File: src/rtl/keypad_pkg.sv
// Shared types and constants for the 4x4 keypad scanner.
package keypad_pkg;

  localparam int unsigned NUM_ROWS   = 4;
  localparam int unsigned NUM_COLS   = 4;
  localparam int unsigned KEY_CODE_W = 4;

  typedef enum logic [1:0] {
    StIdle,
    StDebPress,
    StPressed,
    StDebRel
  } key_state_e;

  typedef enum logic [1:0] {
    SweepNone,
    SweepOne,
    SweepMulti
  } sweep_kind_e;

endpackage

File: src/rtl/keypad_sweep.sv
// Column strobing, row synchronisation and per-sweep classification of the 16 key contacts.
module keypad_sweep
  import keypad_pkg::*;
#(
  parameter int unsigned SCAN_DIV = 200000
) (
  input  logic                  clk,
  input  logic                  rst_n,
  input  logic [NUM_ROWS-1:0]   row_n_i,
  output logic [NUM_COLS-1:0]   col_n_o,
  output logic                  sweep_done_o,
  output sweep_kind_e           sweep_kind_o,
  output logic [KEY_CODE_W-1:0] sweep_code_o
);

  localparam int unsigned DivW = (SCAN_DIV > 1) ? $clog2(SCAN_DIV) : 1;
  localparam int unsigned NumKeys = NUM_ROWS * NUM_COLS;

  logic [NUM_ROWS-1:0] row_meta_q, row_sync_q;
  logic [DivW-1:0]     dwell_q, dwell_d;
  logic [1:0]          col_q, col_d;
  logic [NumKeys-1:0]  acc_q, acc_d;
  logic                dwell_end;
  logic [4:0]          num_low;

  assign dwell_end = (dwell_q == DivW'(SCAN_DIV - 1));

  always_ff @(posedge clk or negedge rst_n) begin
    if (!rst_n) begin
      row_meta_q <= '1;
      row_sync_q <= '1;
      dwell_q    <= '0;
      col_q      <= '0;
      acc_q      <= '0;
    end else begin
      row_meta_q <= row_n_i;
      row_sync_q <= row_meta_q;
      dwell_q    <= dwell_d;
      col_q      <= col_d;
      acc_q      <= acc_d;
    end
  end

  // acc_d folds in the sample taken this cycle, so the column-3 slot is classified on time.
  always_comb begin
    dwell_d = dwell_end ? '0 : dwell_q + DivW'(1);
    col_d   = dwell_end ? col_q + 2'd1 : col_q;
    acc_d   = acc_q;
    for (int r = 0; r < NUM_ROWS; r++) begin
      for (int c = 0; c < NUM_COLS; c++) begin
        if (dwell_end && (col_q == 2'(c))) begin
          acc_d[r*NUM_COLS+c] = ~row_sync_q[r];
        end
      end
    end
  end

  always_comb begin
    num_low      = '0;
    sweep_code_o = '0;
    for (int i = 0; i < NumKeys; i++) begin
      if (acc_d[i]) begin
        num_low      = num_low + 5'd1;
        sweep_code_o = KEY_CODE_W'(i);
      end
    end
    if (num_low == 5'd0) begin
      sweep_kind_o = SweepNone;
    end else if (num_low == 5'd1) begin
      sweep_kind_o = SweepOne;
    end else begin
      sweep_kind_o = SweepMulti;
    end
  end

  assign sweep_done_o = dwell_end && (col_q == 2'd3);
  assign col_n_o      = ~(4'b0001 << col_q);

endmodule

File: src/rtl/keypad_scanner.sv
// 4x4 matrix keypad scanner: debounces whole sweeps and emits one event per physical press.
module keypad_scanner
  import keypad_pkg::*;
#(
  parameter int unsigned SCAN_DIV       = 200000,
  parameter int unsigned DEBOUNCE_SCANS = 4
) (
  input  logic                  clk,
  input  logic                  rst_n,
  output logic [NUM_COLS-1:0]   col_n,
  input  logic [NUM_ROWS-1:0]   row_n,
  output logic [KEY_CODE_W-1:0] key_code,
  output logic                  key_valid,
  output logic                  key_held
);

  localparam int unsigned RunW = $clog2(DEBOUNCE_SCANS + 1);

  logic                  sweep_done;
  sweep_kind_e           sweep_kind;
  logic [KEY_CODE_W-1:0] sweep_code;

  key_state_e            state_q, state_d;
  logic [KEY_CODE_W-1:0] cand_q, cand_d;
  logic [RunW-1:0]       run_q, run_d;
  logic [KEY_CODE_W-1:0] key_code_q, key_code_d;
  logic                  key_valid_q, key_valid_d;
  logic                  key_held_q, key_held_d;
  logic                  run_last;

  keypad_sweep #(
    .SCAN_DIV (SCAN_DIV)
  ) u_sweep (
    .clk          (clk),
    .rst_n        (rst_n),
    .row_n_i      (row_n),
    .col_n_o      (col_n),
    .sweep_done_o (sweep_done),
    .sweep_kind_o (sweep_kind),
    .sweep_code_o (sweep_code)
  );

  // The current sweep would be the DEBOUNCE_SCANS-th of its run.
  assign run_last = (run_q == RunW'(DEBOUNCE_SCANS - 1));

  always_ff @(posedge clk or negedge rst_n) begin
    if (!rst_n) begin
      state_q     <= StIdle;
      cand_q      <= '0;
      run_q       <= '0;
      key_code_q  <= '0;
      key_valid_q <= 1'b0;
      key_held_q  <= 1'b0;
    end else begin
      state_q     <= state_d;
      cand_q      <= cand_d;
      run_q       <= run_d;
      key_code_q  <= key_code_d;
      key_valid_q <= key_valid_d;
      key_held_q  <= key_held_d;
    end
  end

  always_comb begin
    state_d     = state_q;
    cand_d      = cand_q;
    run_d       = run_q;
    key_code_d  = key_code_q;
    key_valid_d = 1'b0;
    key_held_d  = key_held_q;
    if (sweep_done) begin
      unique case (state_q)
        StIdle: begin
          if (sweep_kind == SweepOne) begin
            if (DEBOUNCE_SCANS == 1) begin
              state_d     = StPressed;
              key_code_d  = sweep_code;
              key_valid_d = 1'b1;
              key_held_d  = 1'b1;
            end else begin
              state_d = StDebPress;
              cand_d  = sweep_code;
              run_d   = RunW'(1);
            end
          end
        end
        StDebPress: begin
          if (sweep_kind == SweepOne) begin
            if (sweep_code == cand_q) begin
              if (run_last) begin
                state_d     = StPressed;
                key_code_d  = cand_q;
                key_valid_d = 1'b1;
                key_held_d  = 1'b1;
                run_d       = '0;
              end else begin
                run_d = run_q + RunW'(1);
              end
            end else begin
              cand_d = sweep_code;
              run_d  = RunW'(1);
            end
          end else begin
            state_d = StIdle;
            run_d   = '0;
          end
        end
        StPressed: begin
          if (sweep_kind == SweepNone) begin
            if (DEBOUNCE_SCANS == 1) begin
              state_d    = StIdle;
              key_held_d = 1'b0;
            end else begin
              state_d = StDebRel;
              run_d   = RunW'(1);
            end
          end
        end
        StDebRel: begin
          if (sweep_kind == SweepNone) begin
            if (run_last) begin
              state_d    = StIdle;
              key_held_d = 1'b0;
              run_d      = '0;
            end else begin
              run_d = run_q + RunW'(1);
            end
          end else begin
            // Key came back (or another appeared) before release settled: no new event.
            state_d = StPressed;
            run_d   = '0;
          end
        end
        default: state_d = StIdle;
      endcase
    end
  end

  assign key_code  = key_code_q;
  assign key_valid = key_valid_q;
  assign key_held  = key_held_q;

endmodule

File: config.mk
export PLATFORM = sky130hd
export DESIGN_NAME = keypad_scanner
export DESIGN_NICKNAME = d
export VERILOG_FILES = /design/src/rtl/keypad_pkg.sv /design/src/rtl/keypad_sweep.sv /design/src/rtl/keypad_scanner.sv
export SDC_FILE = /design/constraint.sdc
export NUM_CORES = 1
export LEC_CHECK = 0
export BUFFER_PORTS_ARGS = -buffer_cell sky130_fd_sc_hd__buf_2
export CAP_MARGIN = 5
export CORE_MARGIN = 3
export CORE_UTILIZATION = 60
export DETAILED_ROUTE_END_ITERATION = 7
export HOLD_SLACK_MARGIN = 0.06
export PLACE_DENSITY = 0.78
export SYNTH_ARGS = -nofsm -noshare
export SYNTH_HDL_FRONTEND = slang
export SYNTH_SLANG_ARGS = --single-unit
File: constraint.sdc
create_clock -name clk -period 10.8 [get_ports clk]
set_input_delay 1.62 -clock clk [delete_from_list [all_inputs] [get_ports clk]]
set_output_delay 1.62 -clock clk [all_outputs]
set_load 0.005 [all_outputs]
==> impl_metrics.env <==
export IMPL_worst_path_max_delay_cell="dfrtp_1"
export IMPL_dr_wl_met2_microns=4940
export IMPL_worstHoldEndpoint="u_sweep.row_sync_q[3]"
export IMPL_holdCritStartpoint="u_sweep.row_meta_q[3]"
export IMPL_start_kind="flip-flop"
export IMPL_syn_area_per_cell_sq_um=9.36
export IMPL_fin_cells=621
export IMPL_crit_path_max_incr_delay_ns=0.43
export IMPL_power_density_nw_per_um2=83.0
export IMPL_firstDrtPassIters=5
export IMPL_r2r_cells=48
export IMPL_cpMostUsedCell="ha_1"
export IMPL_die_area_sq_um=8680
export IMPL_dpl_cell_count=602
export IMPL_period_share_pct=95.1
export IMPL_synth_warning_count=0
export IMPL_cts_made_buffers=9
export IMPL_r2r_end="cand_q[3]"
export IMPL_grt_util_all_layers_pct=24.0
export IMPL_period_minus_slack_ns=10.27
export IMPL_critPathBufInv=6
export IMPL_p_leak_nw=2.33
export IMPL_hold_buffers=0
export IMPL_routed_via_count=3783
export IMPL_ios=16
export IMPL_clockBufferDepth=2
export IMPL_crit_required_ns=11.02
export IMPL_relSlewSlack_pct=48.7
export IMPL_grt_antenna_before_repair=0
export IMPL_cp_max_fo=7
export IMPL_crit_path_start="u_sweep.dwell_q[15]"
export IMPL_synth_yosys_seq_area_share_pct=32.6
export IMPL_clock_sinks=59
export IMPL_die_y_microns=93.2
export IMPL_routed_wl_microns=9980
export IMPL_synth_edf_count=0
export IMPL_diodes=0
export IMPL_gp_congestion=0.966
export IMPL_port_buffers=15
export IMPL_syn_cell_area_sq_um=4560
export IMPL_drcViolationCount=0
export IMPL_clk_pin_slew_worst_paths_ns=0.06
export IMPL_drive_above_1_share_pct=22.2
export IMPL_detail_route_vias_per_cell=6.09
export IMPL_grt_pass1_wl_microns=16800
export IMPL_design_power_total_mw=0.427
export IMPL_start_util_pct=62.5
export IMPL_areaGrowthSynthToFinish_pct=12.9
export IMPL_place_hpwl_microns=7330
export IMPL_fin_skew_ns=0.00515
export IMPL_wl_met1_microns=4530
export IMPL_final_cell_mix="56 x nand2_1, 49 x dfrtp_1, 33 x xnor2_1, 25 x inv_1, 24 x a21oi_1"
export IMPL_ant_nets=0
export IMPL_ys_seq_elements=59
export IMPL_status="completed"
export IMPL_hp_class="reg -> reg"
export IMPL_die_w_microns=93.2
export IMPL_async_flop_share_pct=100
export IMPL_reg2reg_from="u_sweep.dwell_q[15]"
export IMPL_critical_path_class="reg -> reg"
export IMPL_num_rows=31
export IMPL_end_kind="flip-flop"
export IMPL_synth_distinct_cells=77
export IMPL_drt_iter0_drc=255
export IMPL_setup_tns_ns=0
export IMPL_whs_path_depth=0
export IMPL_layout_nets=543
export IMPL_maxCapViolations=0
export IMPL_tightest_slew_ns=0.764
export IMPL_max_freq_ghz=0.0974
export IMPL_layout_commonest_cell="nand2_1"
export IMPL_grt_pass1_vias=3651
export IMPL_cts_tree="done"
export IMPL_slew_violations=0
export IMPL_core_sq_um=7290
export IMPL_grt_overflow_total=0
export IMPL_h_tree_depth=3
export IMPL_crit_family="adder cells"
export IMPL_finalSetupViolCount=0
export IMPL_routed_top_layer="met4"
export IMPL_wl_met3_microns=362
export IMPL_final_util_pct=70.5
export IMPL_grt_start_max_net_pins=60
export IMPL_clkLatencyLatePin_ns=0.33
export IMPL_synthFlopType="dfrtp_1"
export IMPL_netlist_instances=487
export IMPL_synth_nets=513
export IMPL_worstPathArrival_ns=10.49
export IMPL_ir_drop_mv=0.0595
export IMPL_cts_root_buf="clkbuf_8"
export IMPL_wl_per_cell_microns=16.1
export IMPL_hold_viol=0
export IMPL_r2r_setup_slack_ns=0.53
==> repair_timing <==
item	in CTS	in global routing
endpoints found under the setup margin	0	15
resized for setup	0	31
setup buffers	0	3
==> cell type report <==
type,count,area (sq um)
Multi-Input combinational cell,391,3070
Fill cell,580,2150
Tap cell,99,124
Clock inverter,5,52.6
Inverter,30,113
Clock buffer,11,141
Sequential cell,59,1490
Timing Repair Buffer,26,158
==> cells in the mapped netlist (4+ instances only) <==
library cell / n / area (sq um)
a31oi_1: 5 / 31.3
xor2_2: 5 / 81.3
nor3_1: 13 / 65.1
o21ai_0: 24 / 120
nand3_1: 21 / 105
nand2_1: 56 / 210
o21ai_1: 8 / 40.0
dfrtp_1: 51 / 1280
ha_1: 20 / 250
o21a_1: 8 / 60.1
dfstp_2: 8 / 210
mux2i_1: 6 / 60.1
nand4_1: 6 / 37.5
mux2_2: 12 / 135
and2_1: 10 / 62.6
xnor3_1: 4 / 90.1
xor2_1: 14 / 123
nor2_1: 24 / 90.1
o31ai_1: 4 / 30.0
a21oi_1: 25 / 125
nor4_1: 6 / 37.5
nand2b_1: 6 / 37.5
inv_1: 25 / 93.8
and3_1: 7 / 43.8
xnor2_1: 34 / 298
==> per-layer routing <==
metal	global-route usage [%]	vias to the layer above
met4	7.45	0
met3	2.41	16
li1	-	1807
met5	0	-
met2	41.3	106
met1	31.9	1854
==> through the flow <==
step	hold slack (ns)	setup slack (ns)	cell area (sq um)
global route	0.357	-0.0976	5140
detailed placement	0.348	0.120	4780
global placement	0.345	0.613	4780
CTS	0.356	0.0898	4970
finish	0.353	0.529	5140
floorplan	0.345	0.838	4560
==> sequential cells by signal, indices dropped and copies added, names as in the netlist <==
| signal | flops |
|---|---|
| cand_q | 4 |
| u_sweep.col_q | 2 |
| key_valid | 1 |
| u_sweep.dwell_q | 18 |
| state_q | 2 |
| u_sweep.acc_q | 16 |
| key_code | 4 |
| run_q | 3 |
| u_sweep.row_meta_q | 4 |
| u_sweep.row_sync_q | 4 |
| key_held | 1 |
==> report_power, final <==
group / leakage (nW) / internal (mW) / switching [mW]
logic: 1.46 / 0.00131 / 0.00456
clock network: 0.0991 / 0.112 / 0.0842
registers: 0.779 / 0.224 / 0.00171
total: 2.33 / 0.337 / 0.0905
==> worst max path at each step <==
stage / to / slack [ns] / cells after the start
final: cand_q[3] / 0.53 / 48
after global routing: key_valid / -0.1 / 51
after CTS: cand_q[3] / 0.09 / 49
after detailed placement: cand_q[1] / 0.12 / 49
after global placement: key_code[0] / 0.61 / 49
after floorplan: cand_q[1] / 0.84 / 49
==> worst register-to-register path, delay by kind of cell, from the launching register on <==
family          cells  cell delay [ns]
compound gates     10             1.81
xor+xnor            1             0.14
fa+ha+maj          13             3.79
buf+inv             6             0.63
flops               1             0.43
mux                 7             1.79
simple gates       11             1.58
==> cell families (layout without fill, tap and decap cells) <==
kind of cell / after synthesis / in the layout / synth area share [%]
AO/OA/AOI/OAI: 109 / 109 / 15.9
adder cells (fa/ha/maj): 20 / 20 / 5.49
buffers and inverters: 37 / 72 / 3.29
multiplexers: 19 / 19 / 4.61
XOR/XNOR: 64 / 64 / 16.6
flip-flops: 59 / 59 / 32.6
AND/OR/NAND/NOR: 179 / 179 / 21.5
Power figures use the tool's default switching activity.
